### src/rtl/piso_shift_register_pkg.sv
// Shared types and sizing helpers for the serial LED link (PISO transmitter and SIPO receiver).
// Word length is common to both ends, so the default lives here.
package piso_shift_register_pkg;

  localparam int DEFAULT_WIDTH = 10;

  typedef enum logic {
    IDLE  = 1'b0,
    SHIFT = 1'b1
  } state_t;

  // Counter must hold WIDTH itself, not just WIDTH-1.
  function automatic int cnt_width(input int width);
    return $clog2(width + 1);
  endfunction

endpackage

### src/rtl/piso_shift_register_if.sv
// Word-source <-> serialiser bundle: load/enable requests in, serial stream and status out.
// master = word source / FSM logic, slave = piso_shift_register.
interface piso_shift_register_if
  import piso_shift_register_pkg::*;
#(
  parameter int WIDTH = DEFAULT_WIDTH
);

  logic [WIDTH-1:0] i_data;
  logic             i_load;
  logic             i_en;
  logic             o_ready;
  logic             o_ser;
  logic             o_ser_valid;
  logic             o_last;
  logic             o_busy;

  modport master (
    output i_data, i_load, i_en,
    input  o_ready, o_ser, o_ser_valid, o_last, o_busy
  );

  modport slave (
    input  i_data, i_load, i_en,
    output o_ready, o_ser, o_ser_valid, o_last, o_busy
  );

endinterface

### src/rtl/piso_bit_counter.sv
// Loadable down-counter of bits remaining in a frame; load wins over decrement, stops at 0.
// Zero latency on the is_one flag (decoded from the registered count).
module piso_bit_counter #(
  parameter int WIDTH = 10,
  parameter int CNT_W = 4
) (
  input  logic clk,
  input  logic resetn,
  input  logic load,
  input  logic dec,
  output logic is_one
);

  logic [CNT_W-1:0] cnt;

  always_ff @(posedge clk) begin
    if (!resetn) begin
      cnt <= '0;
    end else if (load) begin
      cnt <= CNT_W'(WIDTH);
    end else if (dec && (cnt != '0)) begin
      cnt <= cnt - CNT_W'(1);
    end
  end

  assign is_one = (cnt == CNT_W'(1));

endmodule

### src/rtl/piso_shift_register.sv
// Parallel-in serial-out transmitter: first bit appears 1 cycle after accept, then one bit per i_en tick.
// o_ready only in IDLE or on the final enabled bit, which lets frames run back-to-back without a gap.
module piso_shift_register
  import piso_shift_register_pkg::*;
#(
  parameter int WIDTH     = DEFAULT_WIDTH,
  parameter bit MSB_FIRST = 1'b1,
  parameter bit IDLE_VAL  = 1'b0
) (
  input logic                 clk,
  input logic                 resetn,
  piso_shift_register_if.slave bus
);

  localparam int CNT_W = cnt_width(WIDTH);

  state_t           state_q, state_d;
  logic [WIDTH-1:0] shreg_q, shreg_d;
  logic             ser_q, ser_d;
  logic             vld_q, vld_d;
  logic             cnt_one;
  logic             advance;
  logic             accept;

  assign advance     = (state_q == SHIFT) && bus.i_en;
  assign bus.o_ready = resetn && ((state_q == IDLE) || (advance && cnt_one));
  assign accept      = bus.i_load && bus.o_ready;

  piso_bit_counter #(
    .WIDTH (WIDTH),
    .CNT_W (CNT_W)
  ) u_bit_counter (
    .clk    (clk),
    .resetn (resetn),
    .load   (accept),
    .dec    (advance),
    .is_one (cnt_one)
  );

  // The bit on o_ser is always the head of shreg_q; shifting exposes the next one.
  always_comb begin
    state_d = state_q;
    shreg_d = shreg_q;
    ser_d   = ser_q;
    vld_d   = vld_q;
    if (accept) begin
      state_d = SHIFT;
      shreg_d = bus.i_data;
      ser_d   = MSB_FIRST ? bus.i_data[WIDTH-1] : bus.i_data[0];
      vld_d   = 1'b1;
    end else if (advance) begin
      if (cnt_one) begin
        state_d = IDLE;
        shreg_d = '0;
        ser_d   = IDLE_VAL;
        vld_d   = 1'b0;
      end else if (MSB_FIRST) begin
        shreg_d = {shreg_q[WIDTH-2:0], 1'b0};
        ser_d   = shreg_q[WIDTH-2];
      end else begin
        shreg_d = {1'b0, shreg_q[WIDTH-1:1]};
        ser_d   = shreg_q[1];
      end
    end
  end

  always_ff @(posedge clk) begin
    if (!resetn) begin
      state_q <= IDLE;
      shreg_q <= '0;
      ser_q   <= IDLE_VAL;
      vld_q   <= 1'b0;
    end else begin
      state_q <= state_d;
      shreg_q <= shreg_d;
      ser_q   <= ser_d;
      vld_q   <= vld_d;
    end
  end

  assign bus.o_ser       = ser_q;
  assign bus.o_ser_valid = vld_q;
  assign bus.o_last      = vld_q && cnt_one;
  assign bus.o_busy      = (state_q == SHIFT);

endmodule
### src/flat_wrapper.sv
// flat-port wrapper written by rule: the top's interface ports become plain ports
module piso_shift_register_flat import piso_shift_register_pkg::*;
#(
  parameter int WIDTH     = DEFAULT_WIDTH,
  parameter bit MSB_FIRST = 1'b1,
  parameter bit IDLE_VAL  = 1'b0
)
  (clk, resetn, bus_i_data, bus_i_load, bus_i_en, bus_o_ready, bus_o_ser, bus_o_ser_valid, bus_o_last, bus_o_busy);
  piso_shift_register_if #(.WIDTH(WIDTH)) bus_i ();
  input logic clk;
  input logic resetn;
  input wire logic [$bits(bus_i.i_data)-1:0] bus_i_data;
  input wire logic [$bits(bus_i.i_load)-1:0] bus_i_load;
  input wire logic [$bits(bus_i.i_en)-1:0] bus_i_en;
  output wire logic [$bits(bus_i.o_ready)-1:0] bus_o_ready;
  output wire logic [$bits(bus_i.o_ser)-1:0] bus_o_ser;
  output wire logic [$bits(bus_i.o_ser_valid)-1:0] bus_o_ser_valid;
  output wire logic [$bits(bus_i.o_last)-1:0] bus_o_last;
  output wire logic [$bits(bus_i.o_busy)-1:0] bus_o_busy;
  assign bus_i.i_data = bus_i_data;
  assign bus_i.i_load = bus_i_load;
  assign bus_i.i_en = bus_i_en;
  assign bus_o_ready = bus_i.o_ready;
  assign bus_o_ser = bus_i.o_ser;
  assign bus_o_ser_valid = bus_i.o_ser_valid;
  assign bus_o_last = bus_i.o_last;
  assign bus_o_busy = bus_i.o_busy;
  piso_shift_register #(.WIDTH(WIDTH), .MSB_FIRST(MSB_FIRST), .IDLE_VAL(IDLE_VAL)) u_core (.clk(clk), .resetn(resetn), .bus(bus_i));
endmodule
### config.mk
export PLATFORM = sky130hd
export DESIGN_NAME = piso_shift_register_flat
export DESIGN_NICKNAME = d
export VERILOG_FILES = /design/src/rtl/piso_shift_register_pkg.sv /design/src/rtl/piso_shift_register_if.sv /design/src/rtl/piso_bit_counter.sv /design/src/rtl/piso_shift_register.sv /design/src/flat_wrapper.sv
export SDC_FILE = /design/constraint.sdc
export NUM_CORES = 1
export LEC_CHECK = 0
export BUFFER_PORTS_ARGS = -buffer_cell sky130_fd_sc_hd__buf_4
export CORE_MARGIN = 5
export CORE_UTILIZATION = 45
export DETAILED_ROUTE_END_ITERATION = 10
export PLACE_DENSITY = 0.7
export SETUP_SLACK_MARGIN = 0.5
export SYNTH_ARGS = -nofsm -noshare
export SYNTH_HDL_FRONTEND = slang
export SYNTH_SLANG_ARGS = --single-unit
### constraint.sdc
create_clock -name clk -period 2.19 [get_ports clk]
set_input_delay 0.3285 -clock clk [delete_from_list [all_inputs] [get_ports clk]]
set_output_delay 0.3285 -clock clk [all_outputs]
set_load 0.01 [all_outputs]
Word level (Yosys, flattened, before mapping)
Index checks and enable logic that the tools add are counted.
{ "op_classes": {"n_addsub": 1, "n_eq_ne": 1, "muxes": 11, "bitwise_logic": 2, "n_reduce_logical": 13} }
{ "op_table": {"columns": ["op", "count"], "rows": [
  ["9-bit two-way mux", 3],
  ["4-bit two-way mux", 2],
  ["1-bit logical AND", 6],
  ["1-bit two-way mux", 6],
  ["2-bit nonzero test", 3],
  ["4-bit by 1-bit equality test with 1-bit output, second input constant", 1],
  ["4-bit nonzero test", 1],
  ["4-bit by 1-bit subtractor with 4-bit output, second input constant", 1],
  ["1-bit inverter", 2],
  ["2-bit AND reduction", 1],
  ["2-bit OR reduction", 1],
  ["1-bit logical OR", 1]
]} }
{ "word_totals": {"ff_bits": 15, "inputBits": 14, "out_inout_bits": 5, "elab_cells": 33} }

Longest topological paths before layout
{ "logic_depth": {"depth_word": 7, "ltp_mapped": 6, "ltp_nobuf": 6} }

Cells and area by module
A second synthesis with hierarchy kept.
{ "unflattened": {"hier_cells": 97, "hier_area_um2": 893.4} }
{ "by_module_without_submodules": {"columns": ["mod", "n_inst", "cells_each", "area_per_inst_um2", "seq_area_each_um2"], "rows": [
  ["piso_shift_register", 1, 68, 621.8, 220.2],
  ["piso_bit_counter", 1, 29, 271.5, 80.1]
]} }

Worst setup path after synthesis
Ideal clock, no wire load.
{ "synth_path": {"path_kind": "register -> output", "start": "register u_core.u_bit_counter.cnt[1]", "end": "output bus_o_ready", "t_arrival_ps": 1135, "required_ps": 1862, "slack_ps": 726, "path_stages_with_launch": 6, "path_buffers": 0, "path_cell_list": "dfxtp_1 > inv_1 > ha_1 > nor3b_2 > nand2_1 > a21oi_1"} }
{ "synth_via": {"elab_chain_len": 4} }
{ "synth_rtl": {"columns": ["item", "line", "text"], "rows": [
  ["from (decl)", "piso_bit_counter.sv:14", "logic [CNT_W-1:0] cnt;"],
  ["from (signal assigned)", "piso_bit_counter.sv:20", "cnt <= CNT_W'(WIDTH);"],
  ["from (signal assigned)", "piso_bit_counter.sv:22", "cnt <= cnt - CNT_W'(1);"],
  ["4-bit by 1-bit equality test with 1-bit output", "piso_bit_counter.sv:26", "assign is_one = (cnt == CNT_W'(1));"],
  ["1-bit logical AND", "piso_shift_register.sv:26", "assign bus.o_ready = resetn && ((state_q == IDLE) || (advance && cnt_one));"],
  ["1-bit logical OR", "piso_shift_register.sv:26", null],
  ["1-bit logical AND", "piso_shift_register.sv:26", null],
  ["to (decl)", "flat_wrapper.sv:15", "output wire logic [$bits(bus_i.o_ready)-1:0] bus_o_ready;"]
]} }
No other way between the ends.

Worst setup path after layout
Same ends and word-level chain as after synthesis.

==> impl_metrics.yaml <==
floorplanning:
  dieHeight_um: 50.1
  dieArea_mm2: 0.00251
  die_w_um: 50.1
  rows: 14
  initial_core_util: 0.479
  num_io_pins: 19
  core-area_mm2: 0.00151
placement:
  finalWeightedCongestion: 0.843
  dp_hpwl_mm: 1.07
  placement.io_buffers: 18
yosys:
  synth_top_family_by_area: "compound AO/OA/AOI/OAI gates"
  ys_seq_area_frac: 0.416
  synthAdderAreaFrac: 0.0520
  async_flop_share: 0
  synth_simple_gate_area_frac: 0.180
  yosys_warnings: 0
  muxShareOfSynthArea: 0.0295
  synth-xor-area-share: 0.0121
  synth_fp_nets: 89
  syn_area_per_cell_um2: 10.0
  synth_top_area_frac: 0.416
  synth.top_cells.by_area: "dfxtp_1 42%, a22o_1 12%, a21o_1 9.4%"
  synth_area_leader_cell: "dfxtp_1"
  synth_compound_area_frac: 0.263
  syn_inst: 72
  synth_area_um2: 722
  ys.flop_type: "dfxtp_1"
  synth.distinct_cells: 26
  synth-seq-cells: 15
  synth_enable_flop_cells: 0
critical_path:
  critPathCaptureType: "output port"
  path_buf_inv: 2
  path_max_fanout: 3
  crit_path_top_delay_cell: "dfxtp_2"
  cp_data_required_time_ns: 1.86
  r2r-end: "u_core.u_bit_counter.cnt[1]"
  r2r_slack_ns: 0.64
  reg2reg_depth: 6
  path_cells: "inv_2 > ha_4 > nor3b_4 > nand2_2 > a21oi_2 > buf_4"
  worst-setup-path-type: "reg2out"
  crit_arrival_ns: 1.42
  worstSetupStartpointType: "flop"
  cpPeakStageDelay_ns: 0.33
  r2r_start: "u_core.u_bit_counter.cnt[0]"
  path_delay_family: "simple AND/OR/NAND/NOR gates"
clock_tree:
  root_buffer: "clkbuf_4"
  clk_pin_slew_ns: 0.09
  insertion_delay_ns: 0.29
  hold_buffers: 0
  cts_buffers: 3
  htree_levels: 1
  clockBufferDepth: 2
  cts_tree: "yes"
  cts_sinks: 15
global_route:
  grt.overflow.total: 0
  grt_start_max_net_pins: 11
  grtUsageTotal: 0.127
  antenna_found_initial: 0
  grt_pass1_wl_mm: 2.47
  grt_pass1_vias: 553
routing:
  dr_total_vias: 627
  antenna_left: 0
  vias_per_cell: 5.45
  drt_wl_total_mm: 1.60
  dr.pass1.iters: 4
  wl_per_cell_um: 13.9
  remaining_drc_errors: 0
  drt_iter0_drc: 9
worst_hold_path:
  hold_depth: 2
  hold_path_class: "in2reg"
  min_to: "u_core.bus.o_ser"
  worstHoldStart: "bus_i_data[9]"
timing:
  whs_ns: 0.226
  period_needed_ns: 1.75
  finalSetupViolCount: 0
  finalSetupTns_ns: 0
  tightest_slew_ns: 0.437
  rsz0062_at_grt: "yes"
  fmax_ghz: 0.573
  finalClockSkew_ns: 0.00132
  slew_headroom: 0.707
  drv_slew: 0
  hold_viol_final: 0
  post-route-period-util: 0.798
flow_run:
  max-cap-violations: 0
layout:
  final_layout_size_suffix_gt1_frac: 0.424
  multiInputGateArea_um2: 413
  area_growth_syn_to_layout_pct: 33.8
  seq_area_um2: 303
  antenna-diode-count: 0
  layout_commonest_cell: "buf_4"
  nFillCells: 132
  layout_common_cells: "25 x buf_4, 13 x dfxtp_1, 10 x a22o_1, 9 x a21o_1"
  fin_nets: 117
power:
  power.density_mw_per_mm2: 600
  ir_worst_vdd_mv: 0.403
  p_leak_nw: 0.479
run_status:
  outcome: "finished, final reports clean"
==> synthesized netlist by cell type (2+ instances only) <==
cell type,n
dfxtp_1,15
a22o_1,10
a21o_1,9
a21oi_1,6
nor2_1,5
inv_1,4
ha_1,3
nand2_1,2
==> how the worst max path moves through the flow <==
stage | to | slack [ns] | start | cells after the start
after floorplan | bus_o_ready | 0.73 | u_core.u_bit_counter.cnt[1] | 5
after global placement | bus_o_ready | 0.65 | u_core.u_bit_counter.cnt[1] | 6
after CTS | bus_o_ready | 0.51 | u_core.u_bit_counter.cnt[1] | 6
after detailed placement | bus_o_ready | 0.61 | u_core.u_bit_counter.cnt[1] | 6
after global routing | bus_o_ready | 0.38 | u_core.u_bit_counter.cnt[1] | 6
final | bus_o_ready | 0.44 | u_core.u_bit_counter.cnt[1] | 6
==> logic make-up (layout without fill, tap and decap cells) <==
logic type / after synthesis / after routing
AOI/OAI and AO/OA: 26 / 26
and+or+nand+nor: 19 / 19
DFF: 15 / 15
buffers and inverters: 6 / 33
adders and majority gates: 3 / 3
muxes: 2 / 2
xor gates and xnor gates: 1 / 1
==> final cells by class <==
cell class / instances / area share
Inverter: 4 / 0.0155
Clock buffer: 3 / 0.0233
Clock inverter: 1 / 0.00518
Sequential cell: 15 / 0.313
Multi-Input combinational cell: 51 / 0.427
Tap cell: 16 / 0.0207
Timing Repair Buffer: 25 / 0.194
==> worst register-to-register path: cells and delay by family, from the launching register on <==
kind            cells  cell delay (ns)
fa+ha+maj           1             0.22
buf+inv             2             0.18
compound gates      2             0.36
mux                 1             0.36
flops               1             0.36
==> registers in the layout (all words and copies together), names as in the netlist <==
signal,flops
u_core.shreg_q,9
u_core.u_bit_counter.cnt,4
u_core.bus.o_busy,1
u_core.bus.o_ser,1
==> stage by stage <==
step | total power, W | worst slack (ns) | utilization | cells | cell area, um2
after floorplan | 0.000371 | 0.726 | - | 72 | 722
after global placement | 0.000406 | 0.646 | 0.570 | 104 | 858
after detailed placement | 0.000408 | 0.606 | 0.570 | 104 | 858
after CTS | 0.000580 | 0.509 | 0.627 | 113 | 945
after global routing | 0.000604 | 0.376 | 0.641 | 115 | 966
final | 0.000579 | 0.443 | 0.641 | 115 | 966
==> where the power goes <==
group	internal [W]	leakage [nW]	total [W]	switching [W]
clock	0.0000679	0.0177	0.000162	0.0000943
sequential	0.000292	0.124	0.000308	0.0000164
combinational	0.0000611	0.337	0.000109	0.0000476
==> what timing repair did <==
item                                    in CTS  in global routing
gates resized for setup                      6                  2
endpoints found under the setup margin       2                  2
buffers inserted                             5                  2
pin swaps                                    2                  1
cloned                                       0                  0
==> metal layers <==
metal	up-vias	routed length (um)	share of wire	global-route usage
li1	315	-	-	-
met1	297	673	0.42	0.163
met2	13	846	0.53	0.195
met3	2	74	0.046	0.0452
met4	0	8	0.0050	0.0393
met5	-	0	0	0
Power figures use the tool's default switching activity.
